==> config.mk <==
export PLATFORM = sky130hd
export DESIGN_NAME = bus_arb2
export DESIGN_NICKNAME = d
export VERILOG_FILES = /design/src/rtl/bus_arb2.sv
export SDC_FILE = /design/constraint.sdc
export NUM_CORES = 1
export LEC_CHECK = 0
export CORE_AREA = 2 2 101 103
export CTS_CLUSTER_SIZE = 28
export DETAILED_ROUTE_END_ITERATION = 8
export DIE_AREA = 0 0 103 105
export GPL_TIMING_DRIVEN = 0
export PLACE_DENSITY = 0.57
export SLEW_MARGIN = 10
export SYNTH_ARGS = -nofsm -noshare
export SYNTH_HDL_FRONTEND = slang
export SYNTH_SLANG_ARGS = --single-unit
==> constraint.sdc <==
create_clock -name clk -period 3.3 [get_ports clk]
set_input_delay 0.66 -clock clk [delete_from_list [all_inputs] [get_ports clk]]
set_output_delay 0.66 -clock clk [all_outputs]
set_load 0.01 [all_outputs]
==> src/rtl/bus_arb2.sv <==
// -----------------------------------------------------------------------------
// bus_arb2 - two-master / three-slave bus arbiter and interconnect
//
// M0 (host port) and M1 (matrix engine memory master) share one slave bus.
// Ownership is a registered two-state FSM. The bus parks on M0. M1 takes the
// bus whenever M0 is idle and keeps it until it drops its own request, so M1
// bursts are never broken up. The owner's write/address/data are forwarded
// combinationally to the slaves. The address is decoded into one of three
// slave selects. Slave read data is steered back onto M_din one cycle later.
//
// Optional feature (compile-time macro ARB_STARVE_GUARD_EN):
//   When defined, a hold counter limits how long M0 can keep the bus while
//   M1 is waiting. After MAX_HOLD owned cycles the bus is handed to M1.
//   When undefined, M0 has strict priority and MAX_HOLD has no effect.
//
// Parameters:
//   MAX_HOLD   M0 owned cycles before a forced handover, range 2..255.
//
// Ports:
//   clk                     rising-edge clock
//   reset                   synchronous active-high reset
//   M0_req / M1_req         bus requests
//   M0_wr / M1_wr           1 = write, 0 = read
//   M0_address/M1_address   8-bit word address
//   M0_dout / M1_dout       32-bit write data
//   M0_grant / M1_grant     registered grants, exactly one high
//   M_din                   read data returned to both masters
//   S0_sel/S1_sel/S2_sel    slave selects
//                           S0 = 0x00-0x1F, S1 = 0x20-0x3F, S2 = 0x40-0x5F
//   S_wr/S_address/S_dout   owner's signals, forwarded to the slaves
//   S0_dout/S1_dout/S2_dout slave read data, valid one cycle after select
// -----------------------------------------------------------------------------
module bus_arb2 #(
    parameter int MAX_HOLD = 16
) (
    input  logic        clk,
    input  logic        reset,
    input  logic        M0_req,
    input  logic        M1_req,
    input  logic        M0_wr,
    input  logic        M1_wr,
    input  logic [7:0]  M0_address,
    input  logic [7:0]  M1_address,
    input  logic [31:0] M0_dout,
    input  logic [31:0] M1_dout,
    output logic        M0_grant,
    output logic        M1_grant,
    output logic [31:0] M_din,
    output logic        S0_sel,
    output logic        S1_sel,
    output logic        S2_sel,
    output logic        S_wr,
    output logic [7:0]  S_address,
    output logic [31:0] S_dout,
    input  logic [31:0] S0_dout,
    input  logic [31:0] S1_dout,
    input  logic [31:0] S2_dout
);

    if (MAX_HOLD < 2 || MAX_HOLD > 255) begin : g_bad_max_hold
        $error("bus_arb2: MAX_HOLD must be in 2..255");
    end

    typedef enum logic {
        OWN_M0 = 1'b0,
        OWN_M1 = 1'b1
    } state_t;

    typedef enum logic [1:0] {
        RSEL_NONE = 2'd0,
        RSEL_S0   = 2'd1,
        RSEL_S1   = 2'd2,
        RSEL_S2   = 2'd3
    } rsel_t;

    state_t      state_reg, state_next;
    rsel_t       rsel_reg, rsel_next;
    logic        owner_req;
    logic        fwd_wr;
    logic [7:0]  fwd_address;
    logic [31:0] fwd_dout;
    logic [2:0]  sel_vec;
    logic        force_handover;

    // ---------------------------------------------------------------------
    // Owner forwarding. This is driven from the registered state only, so
    // the non-owner's inputs can never leak onto the slave side.
    // ---------------------------------------------------------------------
    always_comb begin
        owner_req   = M0_req;
        fwd_wr      = M0_wr;
        fwd_address = M0_address;
        fwd_dout    = M0_dout;
        if (state_reg == OWN_M1) begin
            owner_req   = M1_req;
            fwd_wr      = M1_wr;
            fwd_address = M1_address;
            fwd_dout    = M1_dout;
        end
    end

    assign S_wr      = fwd_wr;
    assign S_address = fwd_address;
    assign S_dout    = fwd_dout;

    // Address decode on the top three bits. Values 3..7 select nothing.
    for (genvar gi = 0; gi < 3; gi++) begin : g_decode
        assign sel_vec[gi] = owner_req && (fwd_address[7:5] == 3'(gi));
    end

    assign S0_sel = sel_vec[0];
    assign S1_sel = sel_vec[1];
    assign S2_sel = sel_vec[2];

    // ---------------------------------------------------------------------
    // Starvation guard
    // ---------------------------------------------------------------------
`ifdef ARB_STARVE_GUARD_EN
    localparam logic [7:0] HOLD_LAST = 8'(MAX_HOLD - 1);

    logic [7:0] hold_cnt_reg, hold_cnt_next;

    // hold_cnt only advances in OWN_M0, so reaching HOLD_LAST implies M0
    // has already owned the bus for MAX_HOLD-1 contested cycles. This cycle
    // is the last one it gets.
    assign force_handover = M0_req && M1_req && (hold_cnt_reg == HOLD_LAST);

    always_comb begin
        hold_cnt_next = hold_cnt_reg;
        if (!M0_req || !M1_req || (state_next != state_reg)) begin
            hold_cnt_next = 8'd0;
        end else if (state_reg == OWN_M0 && hold_cnt_reg != HOLD_LAST) begin
            hold_cnt_next = hold_cnt_reg + 8'd1;
        end
    end

    always_ff @(posedge clk) begin
        if (reset) begin
            hold_cnt_reg <= 8'd0;
        end else begin
            hold_cnt_reg <= hold_cnt_next;
        end
    end
`else
    assign force_handover = 1'b0;
`endif

    // ---------------------------------------------------------------------
    // Ownership FSM
    // ---------------------------------------------------------------------
    always_comb begin
        state_next = state_reg;
        unique case (state_reg)
            OWN_M0: begin
                if ((!M0_req && M1_req) || force_handover) begin
                    state_next = OWN_M1;
                end
            end
            OWN_M1: begin
                // No preemption: engine bursts are atomic.
                if (!M1_req) begin
                    state_next = OWN_M0;
                end
            end
        endcase
    end

    // ---------------------------------------------------------------------
    // Read-return steering. One rsel entry per cycle, so back-to-back reads
    // pipeline naturally. A read issued in the last cycle before a handover
    // still returns its data on M_din.
    // ---------------------------------------------------------------------
    always_comb begin
        rsel_next = RSEL_NONE;
        if (owner_req && !fwd_wr) begin
            if (sel_vec[0]) begin
                rsel_next = RSEL_S0;
            end else if (sel_vec[1]) begin
                rsel_next = RSEL_S1;
            end else if (sel_vec[2]) begin
                rsel_next = RSEL_S2;
            end
        end
    end

    always_ff @(posedge clk) begin
        if (reset) begin
            state_reg <= OWN_M0;
            rsel_reg  <= RSEL_NONE;
        end else begin
            state_reg <= state_next;
            rsel_reg  <= rsel_next;
        end
    end

    assign M0_grant = (state_reg == OWN_M0);
    assign M1_grant = (state_reg == OWN_M1);

    always_comb begin
        M_din = 32'd0;
        unique case (rsel_reg)
            RSEL_S0:   M_din = S0_dout;
            RSEL_S1:   M_din = S1_dout;
            RSEL_S2:   M_din = S2_dout;
            RSEL_NONE: M_din = 32'd0;
        endcase
    end

endmodule

==> qor.csv <==
metric;value;unit
most frequent cells in the layout;clkdlybuf4s50_1 (259), mux2_2 (70), a22o_1 (32);
Placed Cells incl. Taps;534;
DP HPWL;7320;µm
max layer used;met4;
Clock Latency Late Sink;0.22;ns
TritonCTS clock tree;built;
fraction of layout instances using a drive strength above 1;21.7;%
Largest register FFs;2;
total power;0.000612;W
initial cell density of the core;14.4;%
antenna-violating nets left;0;
Hold Path Class;reg -> reg;
synthesized cell area;1390;µm²
initial antenna violation count;0;
final critical-path share of the clock period;92.5;%
clk root buf;clkbuf_8;
1st-pass router iterations;4;
CTS sink count;3;
Hold Fails Final Rpt;0;
syn_area_per_cell;9.78;µm²
final wirelength;8360;µm
cts bufs inserted;3;
Cell Chain, Critical Path;clkdlybuf4s50_1 > mux2i_1 > o21ai_1 > nor2_1 > clkdlybuf4s50_1;
PwrDens;146;nW/µm²
worst-margin pin slew;0.457;ns
fin area;4190;µm²
Die H;105;µm
die area;10800;µm²
ant diodes;0;
CP endpoint kind;primary output;
clock buffer depth;2;
Die X;103;µm
routability congestion estimate;0.762;
IO Pins;260;
worst-path maximum fanout;4;
Worst Path Required;2.64;ns
total number of vias;2242;
initial drt markers;49;
synthesis-to-layout area growth;202;%
slowest stage cell, crit path;clkdlybuf4s50_1;
post-synth cell types;19;
Worst Setup Path Type;in -> out;
largest area contributor in the netlist;mux2_2;
CP top delay family;buffers and inverters;
Slew Viols, Final;0;
Max IR drop VDD;64.5;µV
WL met3;1050;µm
global route overflow;0;
slew margin rel.;68.6;%
setup TNS;0;ns
vias in the first global route;2408;
Worst Clk Skew;0.00165;ns
CP max stage delay;0.55;ns
Top FF cell, synth;dfxtp_1;
Max Clk Rate;327;MHz
Lkg Pwr;1.54;nW
routed vias/inst;4.17;
Port-buffer cells;259;
first-pass GRT wire length;12200;µm
Layout Nets;588;
core area;9640;µm²
number of enable flip-flop cells after synthesis;0;
syn nets;324;
Tot GR Track Use;14.2;%
WP buf/inv;2;
pin count of the biggest net entering global routing;11;
most common cell after layout, fill and taps aside;clkdlybuf4s50_1;
cts hold-fix bufs;0;
share of the synthesized area in the top cell type;56.8;%
DRC violations left;0;
RSZ-0062 raised after global routing;false;
status;finished clean;
met2 wire len;4370;µm
crit path time final;3.05;ns
post-synthesis sequential area ratio;4.32;%
Ys Warns;0;
clock slew at reported path FFs;0.03;ns
WL met1;2830;µm
routed wire length per instance;15.5;µm
Worst setup SP type;input port;
# setup viols final;0;
ys async rst share;0;%
Final Instance Count excl. Fillers;538;
Arrival @ worst endpoint;2.39;ns
H-tree depth;1;
#FFs+latches synth;3;
synth top area cells;mux2_2 (57%), a22o_1 (20%), buf_6 (6.5%);
Post-Syn Instances;142;
Max-Cap Viols;0;
cell mode on critical path;clkdlybuf4s50_1;
Post-Place Cell Area;4150;µm²
FP Rows;36;
[synthesized netlist by cell type, drive strengths merged (2+ instances only)]
cell	n
mux2	71
buf	13
clkbuf	4
inv	4
dfxtp	3
nor2	4
nor3	2
mux2i	2
a22o	32
[through the flow]
stage               util (%)  worst slack (ns)  hold slack, ns
floorplan                  -              1.30           0.737
global placement        43.0            0.0755           0.857
detailed placement      43.0            0.0873           0.856
CTS                     43.5            0.0626           0.865
global route            43.5            0.0983           0.907
finish                  43.5             0.246           0.844
[per-layer routing]
layer | track usage (%) | vias up
met5 | 0 | -
met4 | 3.67 | 0
met3 | 4.28 | 9
met2 | 27.7 | 163
met1 | 14.2 | 993
li1 | - | 1077
[report_power, final]
part	internal (W)	switching [W]	total, W
combinational	0.000341	0.000125	0.000467
clock	0.0000824	0.0000244	0.000107
sequential	0.0000377	0.000000512	0.0000382
total	0.000461	0.000150	0.000612
[path summary, 6_finish.rpt]
check | cells past startpoint | from | slack (ns) | endpoint
setup / recovery | 5 | M1_address[5] | 0.25 | S2_sel
hold / removal | 4 | M1_grant | 0.84 | M1_grant
setup reg to reg | 4 | M1_grant | 1.92 | rsel_reg[0]
hold reg to reg | 4 | M1_grant | 0.84 | M1_grant
[what timing repair did]
item | in CTS | in global routing
setup buffers | 0 | 0
setup endpoints to repair | 0 | 2
gates resized for setup | 0 | 1
[layout make-up]
type                            instances  area, µm²
Inverter                                4       15.0
Clock buffer                            4       45.0
Tap cell                              133        166
Buffer                                 17        130
Multi-Input combinational cell        118       1180
Fill cell                             990       5450
Timing Repair Buffer                  259       2590
Sequential cell                         3       60.1
[worst register-to-register path: stages, from the launching register on]
cell and delay [ns]:
dfxtp_1 0.34, buf_6 0.15, mux2i_1 0.44, o21ai_1 0.25, nor2_1 0.14
[logic make-up (layout without fill, tap and decap cells)]
family,Yosys count,after routing,synth area share (%)
muxes,73,73,59.3
AOI/OAI and AO/OA,34,34,21.1
buffers and inverters,21,284,10.4
and+or+nand+nor,10,10,4.23
DFF,3,3,4.32
xor gates and xnor gates,1,1,0.631
(Power assumes the default switching activity.)
